==> config.mk <==
export PLATFORM = sky130hd
export DESIGN_NAME = alu_op_sequencer
export DESIGN_NICKNAME = d
export VERILOG_FILES = /design/src/rtl/alu_op_sequencer.sv
export SDC_FILE = /design/constraint.sdc
export NUM_CORES = 1
export LEC_CHECK = 0
export CAP_MARGIN = 20
export CORE_AREA = 2 2 85 87
export CTS_BUF_LIST = sky130_fd_sc_hd__clkbuf_4
export CTS_CLUSTER_SIZE = 40
export DETAILED_ROUTE_END_ITERATION = 6
export DIE_AREA = 0 0 87 89
export PLACE_DENSITY = 0.59
export SLEW_MARGIN = 10
export SYNTH_ARGS = -nofsm -noshare
export SYNTH_HDL_FRONTEND = slang
export SYNTH_SLANG_ARGS = --single-unit
==> constraint.sdc <==
create_clock -name bbclk -period 3.4 [get_ports bbclk]
set_clock_uncertainty 0.2 [all_clocks]
set_input_delay 1.02 -clock bbclk [delete_from_list [all_inputs] [get_ports bbclk]]
set_output_delay 1.02 -clock bbclk [all_outputs]
set_load 0.01 [all_outputs]
==> src/rtl/alu_op_sequencer.sv <==
// Command front end for the 3-bit ALU: buffers requests in a small FIFO, issues one at a time,
// waits out the ALU's registered latency and returns result/carry on a valid/ready response port.
module alu_op_sequencer #(
  parameter int FIFO_DEPTH = 4,
  parameter int CNT_W      = 3
) (
  input  logic             bbclk,
  input  logic             rst,
  input  logic             cmd_valid,
  output logic             cmd_ready,
  input  logic [2:0]       cmd_a,
  input  logic [2:0]       cmd_b,
  input  logic [1:0]       cmd_op,
  output logic [2:0]       alu_a,
  output logic [2:0]       alu_b,
  output logic [1:0]       alu_op_code,
  input  logic [5:0]       alu_op_out,
  input  logic             alu_carry_out,
  output logic             rsp_valid,
  input  logic             rsp_ready,
  output logic [5:0]       rsp_data,
  output logic             rsp_carry,
  output logic [1:0]       rsp_op,
  output logic [CNT_W-1:0] cmd_count,
  output logic             busy
);

  localparam int PTR_W = $clog2(FIFO_DEPTH);

  typedef enum logic [1:0] {IDLE, ISSUE, WAIT, RESP} state_t;

  state_t           state, state_nxt;
  logic [7:0]       mem [FIFO_DEPTH];
  logic [PTR_W-1:0] wr_ptr, rd_ptr;
  logic             full, empty, push, pop, rsp_capture, rsp_clear;
  logic [7:0]       head;

  assign full      = (cmd_count == CNT_W'(FIFO_DEPTH));
  assign empty     = (cmd_count == '0);
  // Ready comes from the registered count only, so rsp_ready never reaches cmd_ready.
  assign cmd_ready = !rst && !full;
  assign push      = cmd_valid && cmd_ready;
  assign head      = mem[rd_ptr];
  assign busy      = (state != IDLE) || !empty;

  always_comb begin
    state_nxt   = state;
    pop         = 1'b0;
    rsp_capture = 1'b0;
    rsp_clear   = 1'b0;
    unique case (state)
      IDLE: begin
        if (!empty) begin
          pop       = 1'b1;
          state_nxt = ISSUE;
        end
      end
      ISSUE: state_nxt = WAIT;
      WAIT: begin
        rsp_capture = 1'b1;
        state_nxt   = RESP;
      end
      RESP: begin
        if (rsp_ready) begin
          rsp_clear = 1'b1;
          if (!empty) begin
            pop       = 1'b1;
            state_nxt = ISSUE;
          end else begin
            state_nxt = IDLE;
          end
        end
      end
      default: state_nxt = IDLE;
    endcase
  end

  always_ff @(posedge bbclk) begin
    if (rst) state <= IDLE;
    else     state <= state_nxt;
  end

  // FIFO storage holds data only; occupancy and pointers carry the reset.
  always_ff @(posedge bbclk) begin
    if (push) mem[wr_ptr] <= {cmd_a, cmd_b, cmd_op};
  end

  always_ff @(posedge bbclk) begin
    if (rst) begin
      wr_ptr    <= '0;
      rd_ptr    <= '0;
      cmd_count <= '0;
    end else begin
      if (push) wr_ptr <= wr_ptr + PTR_W'(1);
      if (pop)  rd_ptr <= rd_ptr + PTR_W'(1);
      unique case ({push, pop})
        2'b10:   cmd_count <= cmd_count + CNT_W'(1);
        2'b01:   cmd_count <= cmd_count - CNT_W'(1);
        default: cmd_count <= cmd_count;
      endcase
    end
  end

  // Issue stage: operands only change on a pop, so they stay put through ISSUE and WAIT.
  always_ff @(posedge bbclk) begin
    if (rst) begin
      alu_a       <= '0;
      alu_b       <= '0;
      alu_op_code <= '0;
    end else if (pop) begin
      alu_a       <= head[7:5];
      alu_b       <= head[4:2];
      alu_op_code <= head[1:0];
    end
  end

  // Response stage: capture at the end of WAIT, hold until accepted.
  always_ff @(posedge bbclk) begin
    if (rst) begin
      rsp_valid <= 1'b0;
      rsp_data  <= '0;
      rsp_carry <= 1'b0;
      rsp_op    <= '0;
    end else if (rsp_capture) begin
      rsp_valid <= 1'b1;
      rsp_data  <= alu_op_out;
      rsp_carry <= (alu_op_code == 2'b10) ? alu_carry_out : 1'b0;
      rsp_op    <= alu_op_code;
    end else if (rsp_clear) begin
      rsp_valid <= 1'b0;
    end
  end

endmodule

==> flow_metrics.env <==
export IMPL_tritoncts="done"
export IMPL_status="finished clean"
export IMPL_seq_power_share_pct=38.3
export IMPL_synth_main_ff_cell="edfxtp_1"
export IMPL_p_sw_share_pct=33.5
export IMPL_syn_to_final_growth_pct=27.2
export IMPL_cts_setup_buffers=0
export IMPL_ys_types=38
export IMPL_die_area_sq_um=7740
export IMPL_critPathMaxFanout=2
export IMPL_power_leakage_nw=1.10
export IMPL_path_class="in -> out"
export IMPL_grt_use_total_pct=13.0
export IMPL_finalCritPeriodShare_pct=97.2
export IMPL_fmaxAchievable_mhz=303
export IMPL_drtIter0Drc=30
export IMPL_fin_setup_tns_ps=0
export IMPL_drv_cap=0
export IMPL_clockBufferDepth=2
export IMPL_clkSinkCount=59
export IMPL_pwr_share_comb_pct=36.6
export IMPL_required_ps=2180
export IMPL_hold_path_class="reg -> reg"
export IMPL_grt_pass1_vias=1564
export IMPL_relSlewSlack_pct=54.6
export IMPL_min_path_cells=2
export IMPL_num_vias=1565
export IMPL_grt_max_degree=30
export IMPL_antenna_found_initial=0
export IMPL_syn_nets=211
export IMPL_finalHoldViolations=0
export IMPL_start_util_pct=37.2
export IMPL_yosysSeqAreaShare_pct=60.1
export IMPL_r2r_end="cmd_count[2]"
export IMPL_rrSetupSlack_ps=730
export IMPL_min_to="alu_a[2]"
export IMPL_syn_avg_cell_area_sq_um=13.7
export IMPL_p_clk_share_pct=25.1
export IMPL_whs_ps=278
export IMPL_num_io_pins=42
export IMPL_setup_viol=0
export IMPL_io_buffers=41
export IMPL_ff2ff_path_depth=8
export IMPL_synth_top_area_share_pct=38.5
export IMPL_place_area_sq_um=2980
export IMPL_n_antenna_cell=0
export IMPL_cts_root_buffer="clkbuf_4"
export IMPL_cpPeakStageDelay_ps=530
export IMPL_final_cells=313
export IMPL_via_per_inst=5.00
export IMPL_wl_per_cell_um=14.5
export IMPL_ys_top_cells_by_count="32 x edfxtp_1, 27 x dfxtp_1, 15 x a21oi_1"
export IMPL_grt_pass1_wl_mm=7.49
export IMPL_power_switching_uw=850
export IMPL_synth_most_common_cell="edfxtp_1"
export IMPL_path_cells="clkdlybuf4s50_1 > nor2_1 > clkdlybuf4s50_1"
export IMPL_die_w_um=87
export IMPL_path_clk_slew_ps=100
export IMPL_drt_pass1_iter_count=4
export IMPL_synth_area_sq_um=2500
export IMPL_rows=30
export IMPL_period_minus_slack_ps=3300
export IMPL_cp_common_cell="clkdlybuf4s50_1"
export IMPL_end_kind="primary output"
export IMPL_postSynthCellCount=182
export IMPL_postLayoutCoreUtil_pct=47.3
export IMPL_worst_pin_slew_ps=680
export IMPL_ir_drop_mv=0.246
export IMPL_synthArstFlopShare_pct=0
export IMPL_nets=257
export IMPL_hold_start="alu_a[2]"
export IMPL_clk_latency_ps=400
export IMPL_design_area_sq_um=3180
export IMPL_crit_path_start_kind="input pin"
export IMPL_core_area_sq_um=6720
export IMPL_dieHeight_um=89
export IMPL_hpwl_mm=3.16
export IMPL_synth_top_cells_by_area="edfxtp_1 38%, dfxtp_1 22%, mux4_2 7.2%"
export IMPL_rsz0062_at_grt="false"
export IMPL_drv_slew=0
export IMPL_yosys_area_top_type="edfxtp_1"
export IMPL_drive_above_1_share_pct=14.6
export IMPL_powerDensity_nw_per_um2=799
export IMPL_ant_nets=0
export IMPL_post_place_cells=297
export IMPL_cts_made_buffers=9
export IMPL_r2r_start="state[1]"
export IMPL_place_congestion=0.761
export IMPL_htreeDepth=3
export IMPL_overflow=0
export IMPL_slowest_stage="clkdlybuf4s50_1"
export IMPL_synth_seq_cells=59
export IMPL_p_int_mw=1.69
export IMPL_critPathArrivalTime_ps=2080
export IMPL_wirelength_mm=4.54
export IMPL_drc=0
export IMPL_synth_edf_count=32
export IMPL_yosys_warnings=0
power by group through the flow:
stage,logic (mW),registers [mW],clock network (mW)
after floorplan,0.614,0.986,0
after global placement,0.913,0.986,0
after CTS,0.930,0.972,0.651
final,0.930,0.973,0.636
after global routing,1.04,0.995,0.674
after detailed placement,0.927,0.989,0
registers in the layout (all words and copies together), names as in the netlist:
| signal | flops |
|---|---|
| alu_a | 3 |
| alu_b | 3 |
| alu_op_code | 2 |
| cmd_count | 3 |
| mem | 32 |
| rd_ptr | 2 |
| rsp_carry | 1 |
| rsp_data | 6 |
| rsp_op | 2 |
| rsp_valid | 1 |
| state | 2 |
| wr_ptr | 2 |
final cells by class:
cell class              instances  area (sq um)
fillers                       622          3540
flip-flops and latches         59          1500
multi-input cells             105           917
repair buffers                 46           448
clock inverters                 7           116
well taps                      80           100
clock buffers                   9          67.6
inverters                       7          26.3
logic make-up after synthesis:
| family | synth area share [%] |
|---|---|
| muxes | 11.7 |
| adders and majority gates | 5.31 |
| xor gates and xnor gates | 0.702 |
| and+or+nand+nor | 10.4 |
| DFF | 60.1 |
| AOI/OAI and AO/OA | 8.27 |
| buffers and inverters | 3.51 |
layout by cell type (no fill, tap or decap), drive strengths merged, types with 3 or more instances in the layout:
cell           instances
clkdlybuf4s50         41
edfxtp                32
dfxtp                 27
a21oi                 15
nor2                  14
mux2i                 10
o31ai                  9
ha                     9
clkbuf                 9
mux4                   8
nand4                  8
inv                    7
buf                    5
and2                   4
nand2b                 4
clkinv                 4
or3                    3
bufinv                 3
routing by layer:
layer / GRT usage, % / share of wire (%) / vias to the layer above / wire [um]
met5: 0 / 0 / - / 0
li1: - / - / 774 / -
met4: 7.24 / 2.2 / 0 / 99
met1: 14.8 / 43 / 747 / 1970
met3: 3.42 / 3.9 / 8 / 176
met2: 22.1 / 50 / 36 / 2290
how the worst max path moves through the flow:
stage,from,endpoint,slack (ps),cells after the start
floorplan,rst,cmd_ready,500,3
global placement,rst,cmd_ready,110,3
finish,rst,cmd_ready,100,3
detailed placement,rst,cmd_count[2],50,9
CTS,state[0],busy,60,5
global route,rst,cmd_ready,30,3
metrics by stage:
step	total power, mW	setup slack, ps
2_1_floorplan	1.60	502
3_5_place_dp	1.92	46.8
6_report	2.54	96.5
3_3_place_gp	1.90	109
4_1_cts	2.55	56.1
5_1_grt	2.71	31.7
critical path, delay by kind of cell:
family | cells | cell delay [ps]
AND/OR/NAND/NOR | 1 | 110
buffers and inverters | 2 | 950
repair_timing:
item / CTS / global route
resized for setup: 0 / 1
hold buffers: 0 / 0
endpoints found under the setup margin: 0 / 1
Note: power is estimated with default switching activity, not from simulation.
